[config.mk]
export PLATFORM = sky130hd
export DESIGN_NAME = register_loader
export DESIGN_NICKNAME = d
export VERILOG_FILES = /design/src/rtl/register_loader.sv
export SDC_FILE = /design/constraint.sdc
export NUM_CORES = 1
export LEC_CHECK = 0
export BUFFER_PORTS_ARGS = -buffer_cell sky130_fd_sc_hd__buf_2
export CAP_MARGIN = 25
export CORE_AREA = 2 2 149 151
export DETAILED_ROUTE_END_ITERATION = 10
export DIE_AREA = 0 0 151 153
export PLACE_DENSITY = 0.66
export REMOVE_ABC_BUFFERS = 1
export SLEW_MARGIN = 20
export SYNTH_ARGS = -nofsm -noshare
export SYNTH_HDL_FRONTEND = slang
export SYNTH_SLANG_ARGS = --single-unit
[constraint.sdc]
create_clock -name clk_i -period 6.79 [get_ports clk_i]
set_input_delay 0.3395 -clock clk_i [delete_from_list [all_inputs] [get_ports clk_i]]
set_output_delay 0.3395 -clock clk_i [all_outputs]
set_load 0.005 [all_outputs]
[src/rtl/register_loader.sv]
// Write-side front end for the vector / ternary-matrix register file: assembles narrow beats into full payloads.
// Optional broadcast vector writes (index 8'hFF) are enabled by defining REGISTER_LOADER_BROADCAST_EN.
module register_loader #(
  parameter int VectorBits         = 64,
  parameter int TmBits             = 80,
  parameter int NumVectorRegisters = 4,
  parameter int BusWidth           = 32,
  parameter int VBeats             = (VectorBits + BusWidth - 1) / BusWidth,
  parameter int TmBeats            = (TmBits + BusWidth - 1) / BusWidth
) (
  input  logic                                           clk_i,
  input  logic                                           rst_i,
  input  logic                                           in_valid_i,
  output logic                                           in_ready_o,
  input  logic [BusWidth-1:0]                            in_data_i,
  output logic [NumVectorRegisters-1:0]                  w_v_en_o,
  output logic [NumVectorRegisters-1:0][VectorBits-1:0]  w_v_data_o,
  output logic                                           w_tm_en_o,
  output logic [TmBits-1:0]                              w_tm_data_o,
  output logic                                           busy_o,
  output logic                                           done_o,
  output logic                                           err_o
);

  localparam int MaxBeats = (VBeats > TmBeats) ? VBeats : TmBeats;
  localparam int CntW     = $clog2(MaxBeats + 1);

`ifdef REGISTER_LOADER_BROADCAST_EN
  localparam bit BroadcastEn = 1'b1;
`else
  localparam bit BroadcastEn = 1'b0;
`endif

  typedef enum logic [2:0] {
    IDLE,
    LOAD,
    DRAIN,
    COMMIT,
    ERR
  } state_t;

  state_t                        state, state_next;
  logic                          target_mtx, target_mtx_next;
  logic [7:0]                    index, index_next;
  logic [CntW-1:0]               count, count_next;
  logic                          xfer, last_beat, header_ok;
  logic                          ready_next, done_next, err_next, tm_en_next;
  logic [NumVectorRegisters-1:0] v_en_next;
  logic [VectorBits-1:0]         vec_q;

  assign xfer      = in_valid_i && in_ready_o;
  assign last_beat = int'(count) == ((target_mtx ? TmBeats : VBeats) - 1);
  assign header_ok = in_data_i[BusWidth-1]
                  || (int'(in_data_i[7:0]) < NumVectorRegisters)
                  || (BroadcastEn && (in_data_i[7:0] == 8'hFF));
  assign busy_o    = (state != IDLE);
  assign w_v_data_o = {NumVectorRegisters{vec_q}};

  // Handshake outputs and strobes are decoded from the next state so they appear registered.
  always_comb begin
    state_next      = state;
    target_mtx_next = target_mtx;
    index_next      = index;
    count_next      = count;
    case (state)
      IDLE: begin
        if (xfer) begin
          target_mtx_next = in_data_i[BusWidth-1];
          index_next      = in_data_i[7:0];
          count_next      = '0;
          state_next      = header_ok ? LOAD : DRAIN;
        end
      end
      LOAD: begin
        if (xfer) begin
          count_next = count + 1'b1;
          if (last_beat) state_next = COMMIT;
        end
      end
      DRAIN: begin
        if (xfer) begin
          count_next = count + 1'b1;
          if (last_beat) state_next = ERR;
        end
      end
      COMMIT:  state_next = IDLE;
      ERR:     state_next = IDLE;
      default: state_next = IDLE;
    endcase

    ready_next = (state_next == IDLE) || (state_next == LOAD) || (state_next == DRAIN);
    done_next  = (state_next == COMMIT) || (state_next == ERR);
    err_next   = (state_next == ERR);
    tm_en_next = (state_next == COMMIT) && target_mtx_next;
    v_en_next  = '0;
    if ((state_next == COMMIT) && !target_mtx_next) begin
      for (int i = 0; i < NumVectorRegisters; i++) begin
        v_en_next[i] = (index_next == 8'(i)) || (BroadcastEn && (index_next == 8'hFF));
      end
    end
  end

  always_ff @(posedge clk_i or posedge rst_i) begin
    if (rst_i) begin
      state      <= IDLE;
      target_mtx <= 1'b0;
      index      <= '0;
      count      <= '0;
      in_ready_o <= 1'b0;
      w_v_en_o   <= '0;
      w_tm_en_o  <= 1'b0;
      done_o     <= 1'b0;
      err_o      <= 1'b0;
    end else begin
      state      <= state_next;
      target_mtx <= target_mtx_next;
      index      <= index_next;
      count      <= count_next;
      in_ready_o <= ready_next;
      w_v_en_o   <= v_en_next;
      w_tm_en_o  <= tm_en_next;
      done_o     <= done_next;
      err_o      <= err_next;
    end
  end

  // Beat k lands LSB-first at bit k*BusWidth; bits past the payload width are simply never stored.
  always_ff @(posedge clk_i or posedge rst_i) begin
    if (rst_i) begin
      vec_q       <= '0;
      w_tm_data_o <= '0;
    end else if ((state == LOAD) && xfer) begin
      for (int b = 0; b < VectorBits; b++) begin
        if (!target_mtx && (b / BusWidth == int'(count))) vec_q[b] <= in_data_i[b % BusWidth];
      end
      for (int b = 0; b < TmBits; b++) begin
        if (target_mtx && (b / BusWidth == int'(count))) w_tm_data_o[b] <= in_data_i[b % BusWidth];
      end
    end
  end

endmodule

==> results.json, run 1 <==
{
  "status": "finished, final reports clean",
  "synth-edff-count": 0,
  "dieWidth_microns": 151,
  "cp.arrival_ns": 2.61,
  "dpl_cell_area_sq_mm": 0.00851,
  "yosys.area.top_type": "dfrtp_1",
  "max_cap_violations": 0,
  "cts_max_level": 4,
  "cts_resized": 0,
  "fillCellCount": 2083,
  "worst_pin_slew_ns": 0.945,
  "routed_wl_mm": 17.4,
  "fin_total_pwr_w": 0.00421,
  "dieArea_sq_mm": 0.0231,
  "clk_transition_reported_paths_ns": 0.07,
  "cts_buffers": 17,
  "crit_fanout": 32,
  "max-slew-margin-rel_pct": 36.8,
  "synthesis.area_sq_mm": 0.00785,
  "gp_congestion": 0.751,
  "ys_ff_latch": 166,
  "drc": 0,
  "insertion_delay_ns": 0.42,
  "wl_per_cell_microns": 16.4,
  "postRouteAntennaNets": 0,
  "gr-total-overflow": 0,
  "grt.total_usage_pct": 15.0,
  "cts_buffer_depth": 2,
  "crit_path_end_kind": "register",
  "drive_above_1_share_pct": 72.6,
  "clock_skew_ns": 0.0101,
  "grt_max_degree": 97,
  "coreArea_sq_mm": 0.0215,
  "num_rows": 54,
  "reg2reg_to": "vec_q[22]$_DFFE_PP0P_",
  "p_leak_nw": 5.29,
  "drt_iter0_markers": 125,
  "met1_usage_pct": 19.0,
  "nNetsFinal": 810,
  "ys_top_cells_by_area": "dfrtp_1 (53%), mux2_2 (21%), buf_4 (18%), buf_6 (1.7%), mux2_1 (0.57%)",
  "dr.pass1.iters": 4,
  "final-max-slew-violation-count": 0,
  "antenna_found_initial": 0,
  "dpl.hpwl_mm": 11.9,
  "async_flop_share_pct": 100,
  "post_cts_buffers": 0,
  "finalCritPeriodShare_pct": 34.2,
  "diodes": 0,
  "grt_pass1_vias": 4497,
  "setup_viol": 0,
  "yosys_warnings": 0,
  "fmax_mhz": 431,
  "cts.sink_count": 166,
  "cts_tree": "done",
  "r2r-start": "in_ready_o$_DFF_PP0_",
  "worst_hold_slack_ns": 0.0902,
  "fin_crit_ns": 2.32,
  "vias": 4750,
  "worst-setup-path-type": "reg2reg",
  "viasPerCell": 4.46,
  "final_area_sq_mm": 0.00906,
  "synth_cell_types": 36,
  "crit_path_start_kind": "register",
  "r2r_slack_ns": 4.47,
  "cts_root_buf": "clkbuf_16",
  "ys_seq_area_share_pct": 52.9,
  "port_buffers": 379,
  "area_growth_pct": 15.4,
  "synthCells": 583,
  "met3_usage_pct": 3.85,
  "synthFlopType": "dfrtp_1",
  "hp-class": "in2async",
  "powerDensity_mw_per_mm2": 465,
  "ir_drop_mv": 0.201,
  "syn_avg_cell_area_sq_um": 13.5,
  "hold_violations": 0,
  "holdBufCountCts": 0,
  "busiest_layer": "met2",
  "final_common_cell": "buf_2",
  "setup_tns_ns": 0,
  "reg2regPathDepth": 4,
  "layout_common_cells": "buf_2 (379), dfrtp_1 (166), mux2_2 (149)",
  "synth_top_area_share_pct": 52.9,
  "rsz0062_at_grt": "no",
  "grt_pass1_wl_mm": 26.4,
  "floorplan.initialDensity_pct": 36.6,
  "required_ns": 7.08,
  "io_pins": 380,
  "die_height_microns": 153,
  "use_met2_pct": 26.0
}
==> where the power goes <==
group	leakage, nW	switching, W	internal (W)
Clock	0.255	0.000424	0.000479
Sequential	2.20	0.000364	0.00138
Combinational	2.84	0.000647	0.000920
==> area by class of cell <==
class / instances / area [sq um] / share of cell area [%]
timing repair buffer: 380 / 1900 / 21.0
clock buffer: 18 / 429 / 4.73
clock inverter: 14 / 120 / 1.33
inverter: 8 / 35.0 / 0.387
tap: 280 / 350 / 3.87
multi-input combinational: 199 / 2070 / 22.8
sequential: 166 / 4150 / 45.8
==> worst max path at each step <==
stage          cells after the start                  from  slack, ns               endpoint
2_1_floorplan                      1                 rst_i       1.96   count[0]$_DFFE_PP0P_
3_3_place_gp                       5            in_valid_i       4.46  vec_q[16]$_DFFE_PP0P_
3_5_place_dp                       5            in_valid_i       4.41  vec_q[27]$_DFFE_PP0P_
4_1_cts                            4    state[1]$_DFF_PP0_       4.43  vec_q[27]$_DFFE_PP0P_
5_1_grt                            4    state[1]$_DFF_PP0_       4.27  vec_q[22]$_DFFE_PP0P_
6_report                           4  in_ready_o$_DFF_PP0_       4.47  vec_q[22]$_DFFE_PP0P_
==> state kept, by name, indices dropped and copies added (netlist names) <==
signal	flops
w_v_en_o	4
in_ready_o	1
w_tm_data_o	80
err_o	1
target_mtx	1
index	8
state	3
count	2
vec_q	64
w_tm_en_o	1
done_o	1
==> cells in the mapped netlist, drive strengths merged, types with 2 or more instances <==
cell    count
nor3        5
ha          3
mux2i       2
and3        4
nor2        3
and2        2
nor4b       2
buf       208
nor4        4
mux2      153
nand2       5
dfrtp     166
inv         8
clkbuf      2
==> metrics by stage <==
step                instances  util (%)  setup WS (ns)
floorplan                 373         -           1.96
global placement         1033      39.6           4.46
detailed placement       1033      39.6           4.41
CTS                      1065      42.2           4.43
global route             1065      42.2           4.27
finish                   1065      42.2           4.47
==> critical path, cell delays in order (launching register included) <==
cell and delay, ns:
dfrtp_1 0.42, nand2_1 0.21, nor4_1 0.31, and2_2 0.82
mux2_2 0.42
==> layer usage <==
metal	routed length [microns]	part of all wire [%]
met1	7430	43
met2	9040	52
met3	876	5.0
met4	99	0.57
met5	0	0
==> logic make-up after synthesis <==
group,share of synthesized area (%)
flops,52.9
mux,22.2
compound gates,0.781
simple gates,2.71
fa+ha+maj,0.478
buf+inv,20.8
xor+xnor,0.112
Power figures use the tool's default switching activity.
==> run 2, diff against run 1 <==
PLACE_DENSITY = 0.68   (was 0.66)
clock period = 2 ns   (was 6.79 ns; I/O delays follow)
==> results.json, run 2 (synthesis gave the netlist of run 1 again) <==
{
  "ir_drop_mv": 0.690,
  "hp-class": "in2reg",
  "layout_common_cells": "buf_2 (379), dfrtp_1 (166), mux2_2 (149)",
  "max_cap_violations": 0,
  "drt_iter0_markers": 175,
  "reg2reg_to": "w_v_en_o[2]$_DFF_PP0_",
  "fin_total_pwr_w": 0.0146,
  "dpl.hpwl_mm": 12.8,
  "path_cells": "or3b_2 -> a21o_1 -> a211oi_1 -> and3_1",
  "finalCritPeriodShare_pct": 93.6,
  "clk_transition_reported_paths_ns": 0.07,
  "viasPerCell": 4.46,
  "worst-setup-path-type": "reg2reg",
  "largest_reg_flops": 80,
  "cts_max_level": 4,
  "vias": 4943,
  "hold_violations": 0,
  "diodes": 0,
  "grt.total_usage_pct": 15.3,
  "area_growth_pct": 22.5,
  "setup_viol": 0,
  "r2r_slack_ns": 0.13,
  "switching_share_pct": 33.2,
  "reg2regPathDepth": 4,
  "r2r-start": "target_mtx$_DFF_PP0_",
  "gr-total-overflow": 0,
  "clockPowerShare_pct": 22.1,
  "crit_path_end_kind": "register",
  "wl_met2_mm": 9.24,
  "crit_fanout": 6,
  "nNetsFinal": 853,
  "top_layer": "met4",
  "rsz0062_at_grt": "no",
  "p_comb_share_pct": 37.8,
  "wl_per_cell_microns": 16.0,
  "fmax_mhz": 534,
  "dpl.cell_count": 1051,
  "wl_met3_microns": 912,
  "internal_power_w": 0.00973,
  "m1WireLength_mm": 7.39,
  "cts.sink_count": 166,
  "die_height_microns": 153,
  "coreArea_sq_mm": 0.0215,
  "cp-startpoint": "target_mtx$_DFF_PP0_",
  "dieWidth_microns": 151,
  "cts_tree": "done",
  "seqPwrFrac_pct": 40.1,
  "crit_family": "simple AND/OR/NAND/NOR gates",
  "routed_wl_mm": 17.7,
  "gp_congestion": 0.780,
  "dieArea_sq_mm": 0.0231,
  "endpoint": "w_v_en_o[2]$_DFF_PP0_",
  "instances_no_fill": 1108,
  "antenna_found_initial": 0,
  "grt_pass1_vias": 4818,
  "worst_pin_slew_ns": 0.554,
  "status": "finished, final reports clean",
  "clock_skew_ns": 0.0117,
  "cp.arrival_ns": 2.21,
  "grt_max_degree": 58,
  "powerDensity_mw_per_mm2": 1520,
  "floorplan.initialDensity_pct": 36.6,
  "cts_root_buf": "clkbuf_16",
  "p_sw_w": 0.00485,
  "critPathBufInv": 0,
  "p_leak_nw": 5.56,
  "num_rows": 54,
  "path_depth": 4,
  "postRouteAntennaNets": 0,
  "final_util_pct": 44.8,
  "final-max-slew-violation-count": 0,
  "max-slew-margin-rel_pct": 63.1,
  "fin_crit_ns": 1.87,
  "dr.pass1.iters": 4,
  "port_buffers": 379,
  "insertion_delay_ns": 0.41,
  "cts_buffers": 17,
  "drc": 0,
  "regMostFlops": "w_tm_data_o",
  "fillCellCount": 1990,
  "drive_above_1_share_pct": 71.3,
  "post_cts_buffers": 0,
  "required_ns": 2.34,
  "final_common_cell": "buf_2",
  "io_pins": 380,
  "cts_buffer_depth": 2,
  "top_regs": "w_tm_data_o (80), vec_q (64), index (8)",
  "cpPeakStageDelay_ns": 0.47,
  "grt_pass1_wl_mm": 27.3,
  "slowest_stage": "or3b_2",
  "crit_path_start_kind": "register"
}
run 2: timing repair:
item | in CTS | in global routing
hold buffers | 25 | 0
endpoints found under the setup margin | 0 | 23
endpoints found under the hold margin | 152 | 0
gates resized for setup | 0 | 1
run 2: worst reg2reg max path: stages (launching register included):
cell      delay [ns]
dfrtp_1         0.45
or3b_2          0.47
a21o_1          0.26
a211oi_1        0.40
and3_1          0.22
run 2: power by group through the flow:
stage	clock (W)	combinational [W]	sequential (W)
after floorplan	0	0.00156	0.00623
after global placement	0	0.00546	0.00588
after detailed placement	0	0.00554	0.00592
after CTS	0.00333	0.00559	0.00588
after global routing	0.00348	0.00601	0.00611
final	0.00323	0.00551	0.00584
run 2: how the worst min path moves through the flow:
stage                      start                     endpoint  slack (ns)  cells after the start
detailed placement         rst_i  w_tm_data_o[21]$_DFFE_PP0P_        0.21                      2
global placement           rst_i  w_tm_data_o[21]$_DFFE_PP0P_        0.21                      2
floorplan           in_data_i[0]         vec_q[0]$_DFFE_PP0P_        0.23                      1
CTS                 in_data_i[6]  w_tm_data_o[38]$_DFFE_PP0P_        0.02                      2
finish              in_data_i[0]         vec_q[0]$_DFFE_PP0P_        0.03                      2
global route        in_data_i[0]         vec_q[0]$_DFFE_PP0P_        0.02                      2
run 2: layer usage:
layer | up-vias | global-route usage (%)
met4 | 0 | 4.36
met1 | 2499 | 18.8
met2 | 188 | 26.6
met3 | 9 | 3.73
met5 | - | 0
li1 | 2247 | -
run 2: per-stage QoR:
stage          area, sq um  hold slack [ns]  worst slack (ns)  TNS [ns]
2_1_floorplan         6250            0.235             -2.59   -446.99
4_1_cts               9610           0.0190             0.116         0
3_3_place_gp          8770            0.208             0.202         0
6_report              9620           0.0296             0.127         0
5_1_grt               9620           0.0158            0.0434         0
3_5_place_dp          8770            0.213             0.134         0
run 2: layout make-up:
type	count	area (sq um)	area share (%)
Inverter	8	35.0	0.364
Multi-Input combinational cell	199	2080	21.6
Sequential cell	166	4150	43.2
Timing Repair Buffer	423	2410	25.1
Tap cell	280	350	3.64
Clock buffer	19	453	4.71
Clock inverter	13	136	1.42
